--- src/rtl/lsu_port_arbiter.sv ---
// ---------------------------------------------------------------------------
// lsu_port_arbiter
//
// Shares one Ibex-style LSU memory port (req/gnt/rvalid) between N_REQ
// requesters. Round-robin arbitration picks a winner each cycle. Once a
// request has been presented downstream without a grant, the winner is locked
// until that request is granted. An in-order ID FIFO records who issued each
// granted transaction, so every downstream response can be routed back.
// There are no datapath registers, so grants and responses pass through in
// the same cycle.
//
// Ports
//   clk, rst_n      clock, asynchronous active-low reset
//   s_req_i         per-requester request
//   s_addr_i        packed addresses, requester k at [32k+31:32k]
//   s_we_i          per-requester write enable
//   s_be_i          packed byte enables, requester k at [4k+3:4k]
//   s_wdata_i       packed write data, requester k at [32k+31:32k]
//   s_gnt_o         grant back to the winner (one-hot or zero)
//   s_rvalid_o      response valid to the issuing requester (one-hot or zero)
//   s_err_o         response error, broadcast, qualified by s_rvalid_o
//   s_rdata_o       response read data, broadcast
//   m_req_o .. m_wdata_o   downstream request channel
//   m_gnt_i         downstream grant
//   m_rvalid_i, m_err_i, m_rdata_i   downstream response channel
//   outst_o         number of granted transactions awaiting a response
//   proto_err_o     sticky: a response arrived with nothing outstanding
// ---------------------------------------------------------------------------
module lsu_port_arbiter #(
    parameter int N_REQ     = 2,
    parameter int MAX_OUTST = 2
) (
    input  logic                           clk,
    input  logic                           rst_n,

    input  logic [N_REQ-1:0]               s_req_i,
    input  logic [N_REQ*32-1:0]            s_addr_i,
    input  logic [N_REQ-1:0]               s_we_i,
    input  logic [N_REQ*4-1:0]             s_be_i,
    input  logic [N_REQ*32-1:0]            s_wdata_i,
    output logic [N_REQ-1:0]               s_gnt_o,
    output logic [N_REQ-1:0]               s_rvalid_o,
    output logic                           s_err_o,
    output logic [31:0]                    s_rdata_o,

    output logic                           m_req_o,
    output logic [31:0]                    m_addr_o,
    output logic                           m_we_o,
    output logic [3:0]                     m_be_o,
    output logic [31:0]                    m_wdata_o,
    input  logic                           m_gnt_i,
    input  logic                           m_rvalid_i,
    input  logic                           m_err_i,
    input  logic [31:0]                    m_rdata_i,

    output logic [$clog2(MAX_OUTST+1)-1:0] outst_o,
    output logic                           proto_err_o
);

    localparam int IDX_W = (N_REQ > 1) ? $clog2(N_REQ) : 1;
    localparam int CNT_W = $clog2(MAX_OUTST + 1);
    localparam int PTR_W = (MAX_OUTST > 1) ? $clog2(MAX_OUTST) : 1;

    // Arbitration state
    logic [IDX_W-1:0] rr_ptr;
    logic             lock_q;
    logic [IDX_W-1:0] lock_idx_q;

    // ID FIFO state
    logic [IDX_W-1:0] fifo_mem [MAX_OUTST];
    logic [PTR_W-1:0] wr_ptr_q;
    logic [PTR_W-1:0] rd_ptr_q;
    logic [CNT_W-1:0] count_q;

    logic             proto_err_q;

    // Per-requester views of the packed request buses
    logic [31:0]      addr_arr  [N_REQ];
    logic [31:0]      wdata_arr [N_REQ];
    logic [3:0]       be_arr    [N_REQ];

    logic             win_found;
    logic [IDX_W-1:0] win_idx;
    logic             any_req;
    logic             fifo_full;
    logic             fifo_empty;
    logic             grant;
    logic             pop;
    logic [IDX_W-1:0] head_idx;

    always_comb begin
        for (int k = 0; k < N_REQ; k++) begin
            addr_arr[k]  = s_addr_i[32*k +: 32];
            wdata_arr[k] = s_wdata_i[32*k +: 32];
            be_arr[k]    = s_be_i[4*k +: 4];
        end
    end

    // Winner: the locked requester if a lock is held, otherwise the first
    // requester at or after rr_ptr. Scanning offsets from the far end down
    // lets the closest requester overwrite any later candidate.
    always_comb begin
        int k;
        win_found = 1'b0;
        win_idx   = '0;
        k         = 0;
        if (lock_q) begin
            win_found = 1'b1;
            win_idx   = lock_idx_q;
        end else begin
            for (int i = N_REQ - 1; i >= 0; i--) begin
                k = int'(rr_ptr) + i;
                if (k >= N_REQ) begin
                    k = k - N_REQ;
                end
                if (s_req_i[IDX_W'(k)]) begin
                    win_found = 1'b1;
                    win_idx   = IDX_W'(k);
                end
            end
        end
    end

    assign fifo_full  = (count_q == CNT_W'(MAX_OUTST));
    assign fifo_empty = (count_q == '0);

    // lock_q alone keeps the request alive if a locked requester drops its
    // request. rst_n keeps the port quiet while reset is held, even when
    // requesters are still asserting.
    assign any_req = rst_n && (lock_q || (|s_req_i));
    assign m_req_o = any_req && !fifo_full;
    assign grant   = m_req_o && m_gnt_i;

    assign m_addr_o  = win_found ? addr_arr[win_idx]  : 32'h0;
    assign m_we_o    = win_found ? s_we_i[win_idx]    : 1'b0;
    assign m_be_o    = win_found ? be_arr[win_idx]    : 4'h0;
    assign m_wdata_o = win_found ? wdata_arr[win_idx] : 32'h0;

    always_comb begin
        s_gnt_o = '0;
        if (grant) begin
            s_gnt_o[win_idx] = 1'b1;
        end
    end

    // Responses are in order, so the FIFO head always names the owner.
    assign head_idx = fifo_mem[rd_ptr_q];
    assign pop      = m_rvalid_i && !fifo_empty;

    always_comb begin
        s_rvalid_o = '0;
        if (pop) begin
            s_rvalid_o[head_idx] = 1'b1;
        end
    end

    assign s_rdata_o   = m_rdata_i;
    assign s_err_o     = m_err_i;
    assign outst_o     = count_q;
    assign proto_err_o = proto_err_q;

    // Control state: arbitration pointer, lock, FIFO pointers/count, error.
    always_ff @(posedge clk or negedge rst_n) begin
        if (!rst_n) begin
            rr_ptr      <= '0;
            lock_q      <= 1'b0;
            lock_idx_q  <= '0;
            wr_ptr_q    <= '0;
            rd_ptr_q    <= '0;
            count_q     <= '0;
            proto_err_q <= 1'b0;
        end else begin
            if (grant) begin
                lock_q   <= 1'b0;
                rr_ptr   <= (win_idx == IDX_W'(N_REQ - 1)) ? '0 : win_idx + 1'b1;
                wr_ptr_q <= (wr_ptr_q == PTR_W'(MAX_OUTST - 1)) ? '0 : wr_ptr_q + 1'b1;
            end else if (m_req_o) begin
                lock_q     <= 1'b1;
                lock_idx_q <= win_idx;
            end

            if (pop) begin
                rd_ptr_q <= (rd_ptr_q == PTR_W'(MAX_OUTST - 1)) ? '0 : rd_ptr_q + 1'b1;
            end

            // A push and pop together leave the count unchanged.
            case ({grant, pop})
                2'b10:   count_q <= count_q + 1'b1;
                2'b01:   count_q <= count_q - 1'b1;
                default: count_q <= count_q;
            endcase

            if (m_rvalid_i && fifo_empty) begin
                proto_err_q <= 1'b1;
            end
        end
    end

    // FIFO storage holds only requester IDs; its contents are meaningless
    // until the pointers say otherwise, so it is not reset.
    always_ff @(posedge clk) begin
        if (grant) begin
            fifo_mem[wr_ptr_q] <= win_idx;
        end
    end

endmodule

--- config.mk ---
export PLATFORM = sky130hd
export DESIGN_NAME = lsu_port_arbiter
export DESIGN_NICKNAME = d
export VERILOG_FILES = /design/src/rtl/lsu_port_arbiter.sv
export SDC_FILE = /design/constraint.sdc
export NUM_CORES = 1
export LEC_CHECK = 0
export BUFFER_PORTS_ARGS = -buffer_cell sky130_fd_sc_hd__clkbuf_2
export CAP_MARGIN = 25
export CORE_AREA = 2 2 112 114
export DETAILED_ROUTE_END_ITERATION = 7
export DIE_AREA = 0 0 114 116
export PLACE_DENSITY = 0.46
export SLEW_MARGIN = 20
export SYNTH_ARGS = -nofsm -noshare
export SYNTH_HDL_FRONTEND = slang
export SYNTH_SLANG_ARGS = --single-unit
--- constraint.sdc ---
create_clock -name clk -period 1.6 [get_ports clk]
set_clock_uncertainty 0.15 [all_clocks]
set_input_delay 0.32 -clock clk [delete_from_list [all_inputs] [get_ports clk]]
set_output_delay 0.32 -clock clk [all_outputs]
set_load 0.01 [all_outputs]
==> results.py <==
metrics = {
    "status": {
        "status": "finished, violations left",
        "failed_checks": "negative setup slack",
    },
    "sta": {
        "tns_ns": -33.68,
        "timing.hold.ws_ns": 0.1235,
        "worst_slew_pin_slew_ns": 0.2745,
        "drv_slew": 0,
        "setup_slack_ns": -0.4904,
        "max_freq_mhz": 478.4,
        "hold_viol_final": 0,
        "period_needed_ns": 2.090,
        "fin_crit_sh": 1.307,
        "setup-violations-final": 80,
        "grt_setup_unrepaired": "true",
        "timing.slew.headroom": 0.8170,
    },
    "clocking": {
        "clk_latency_ns": 0.23,
        "cts_tree": "done",
        "cts.sink_count": 10,
        "cts_buffers": 3,
        "cts_buffer_depth": 2,
        "cts_htree_levels": 1,
        "clock_tree.root_cell": "clkbuf_16",
        "clk_pin_slew_worst_paths_ns": 0.04,
    },
    "grt": {
        "first_global_vias": 2329,
        "antenna_found_initial": 0,
        "grt_pass1_wl_um": 10480,
        "gr-usage-met2": 0.1754,
        "grt_usage": 0.09413,
        "grt_overflow_total": 0,
        "grtUsageMet3": 0.02144,
        "grt-busiest-layer": "met2",
        "grt_max_degree": 41,
        "use_met1": 0.1116,
    },
    "synth": {
        "syn_area_per_cell_sq_um": 5.945,
        "ys_async_sr_fraction": 0.8000,
        "ys_types": 27,
        "syn-cell-area_sq_um": 1795,
        "synth_cells": 302,
        "synth_warnings": 0,
        "synth-seq-cells": 10,
        "synth_enable_flop_cells": 2,
        "synth-seq-area-share": 0.1449,
        "synth_nets": 480,
        "synth_ff_type": "dfrtp_1",
    },
    "hold_path": {
        "hp-class": "in -> async",
    },
    "routing": {
        "via_count": 2711,
        "drtPass1Iterations": 4,
        "drt_iter0_drc": 73,
        "wl_per_cell_um": 12.30,
        "drcViolationCount": 0,
        "via_per_inst": 4.190,
        "wirelength_um": 7960,
        "ant_nets": 0,
    },
    "floorplanning": {
        "fp.coreArea_sq_um": 11910,
        "ios": 287,
        "rows": 40,
        "die_h_um": 116,
        "initial_utilization": 0.1507,
        "die_w_um": 114,
        "die_area_sq_um": 13220,
    },
    "place": {
        "gp_congestion": 0.6823,
        "dp_slack_ns": -0.2771,
        "place.port_buffers": 220,
        "hpwl_um": 5854,
    },
    "pwr": {
        "peakVddDrop_uv": 777.3,
        "power.total_uw": 6808,
        "p_leak_uw": 0.001916,
        "p_per_area_nw_per_um2": 1897,
    },
    "layout": {
        "final_util": 0.3013,
        "layout-drive-gt1-share": 0.7120,
        "nets": 679,
        "n_antenna_cell": 0,
        "syn_to_final_growth_pct": 99.86,
        "fill_cells": 1296,
    },
    "setup_path": {
        "cp-end-kind": "primary output",
        "crit_type": "reg -> out",
        "cp_max_fo": 5,
        "cp_data_required_time_ns": 1.13,
        "arrival_ns": 1.62,
        "start_kind": "flip-flop",
    },
    "flow_run": {
        "drv_cap": 0,
    },
}
## registers in the layout, summed over array words and instances (netlist names)
register and cells:
fifo_mem 2, outst_o 2, lock_idx_q 1, lock_q 1, proto_err_o 1, rd_ptr_q 1
rr_ptr 1, wr_ptr_q 1
## where the power goes
| part | switching (uW) | internal (uW) |
|---|---|---|
| registers | 125 | 377 |
| clock network | 112 | 327 |
| logic | 3090 | 2780 |
## path summary, 6_finish.rpt
kind	slack, ns	endpoint	depth (start not counted)	startpoint
worst max register to register	-0.36	outst_o[1]$_DFFE_PN0P_	9	lock_q$_DFFE_PN0P_
max in group asynchronous	1.03	lock_q$_DFFE_PN0P_	3	rst_n
worst max-delay path	-0.49	m_be_o[0]	5	lock_q$_DFFE_PN0P_
worst min register to register	0.30	proto_err_o$_DFFE_PN0P_	1	proto_err_o$_DFFE_PN0P_
min in group clk	0.17	proto_err_o$_DFFE_PN0P_	2	m_rvalid_i
worst min-delay path	0.12	outst_o[1]$_DFFE_PN0P_	3	rst_n
## through the flow
stage	instance area (sq um)	std cells
detailed placement	3169	632
global placement	3169	632
global route	3588	647
finish	3588	647
floorplan	2092	302
CTS	3326	639
## cells by family after synthesis
logic type | synth area share
adder cells (fa/ha/maj) | 0.006968
flip-flops | 0.1449
buffers and inverters | 0.2286
multiplexers | 0.05644
AO/OA/AOI/OAI | 0.1965
XOR/XNOR | 0.02439
AND/OR/NAND/NOR | 0.3422
## worst max-delay path, cell delays in order, from the launching register on
cell      delay [ns]
dfrtp_2         0.45
buf_6           0.14
nand3b_1        0.22
nand2_4         0.14
mux2_4          0.31
buf_6           0.12
## placed cells by master, fill, tap and decap left out, types with 2 or more instances in the layout
cell       instances
buf_6              8
a21oi_2           62
mux2_4             6
buf_12             6
mux2i_1            2
xnor2_2            2
nor2b_1            5
buf_2             54
nand2_4            5
nand2_1          113
clkbuf_16          7
dfrtp_2            4
nand2_2           15
nor2_1             3
inv_1              2
edfxtp_1           2
a21oi_1            4
and3_4             2
buf_4             11
dfrtp_1            4
clkbuf_2         164
xnor2_1            2
nor2_4             2
## area by class of cell
cell class                      instances  area [sq um]  area share
Multi-Input combinational cell        235          1529      0.4261
Timing Repair Buffer                  249          1524      0.4247
Sequential cell                        10         265.3     0.07392
Tap cell                              147         183.9     0.05126
Clock buffer                            3         75.07     0.02092
Inverter                                2         7.507    0.002092
Clock inverter                          1         3.754    0.001046
## synthesized netlist by cell type, drive strengths merged, types with 2 or more instances
| cell type | instances | area share |
|---|---|---|
| mux2 | 6 | 0.040 |
| nor2b | 5 | 0.017 |
| a21oi | 66 | 0.18 |
| and3 | 2 | 0.0070 |
| dfrtp | 8 | 0.11 |
| nor2 | 6 | 0.013 |
| edfxtp | 2 | 0.033 |
| nand2 | 133 | 0.28 |
| mux2i | 3 | 0.017 |
| buf | 54 | 0.22 |
| xnor2 | 4 | 0.020 |
| inv | 2 | 0.0042 |
## metal layers
metal / vias up / wire length (um)
li1: 1336 / -
met1: 1222 / 3187
met2: 143 / 4070
met3: 10 / 650
met4: 0 / 51
met5: - / 0
## repair_timing
action                                 CTS  global route
gates resized for setup                 15            90
setup endpoints to repair               81            82
hold buffers                             1             0
endpoints found under the hold margin    8             0
pin swaps                                5             7
cloned                                   0             5
setup buffers                            2             4
No activity file was read; power rests on OpenSTA's default activity.
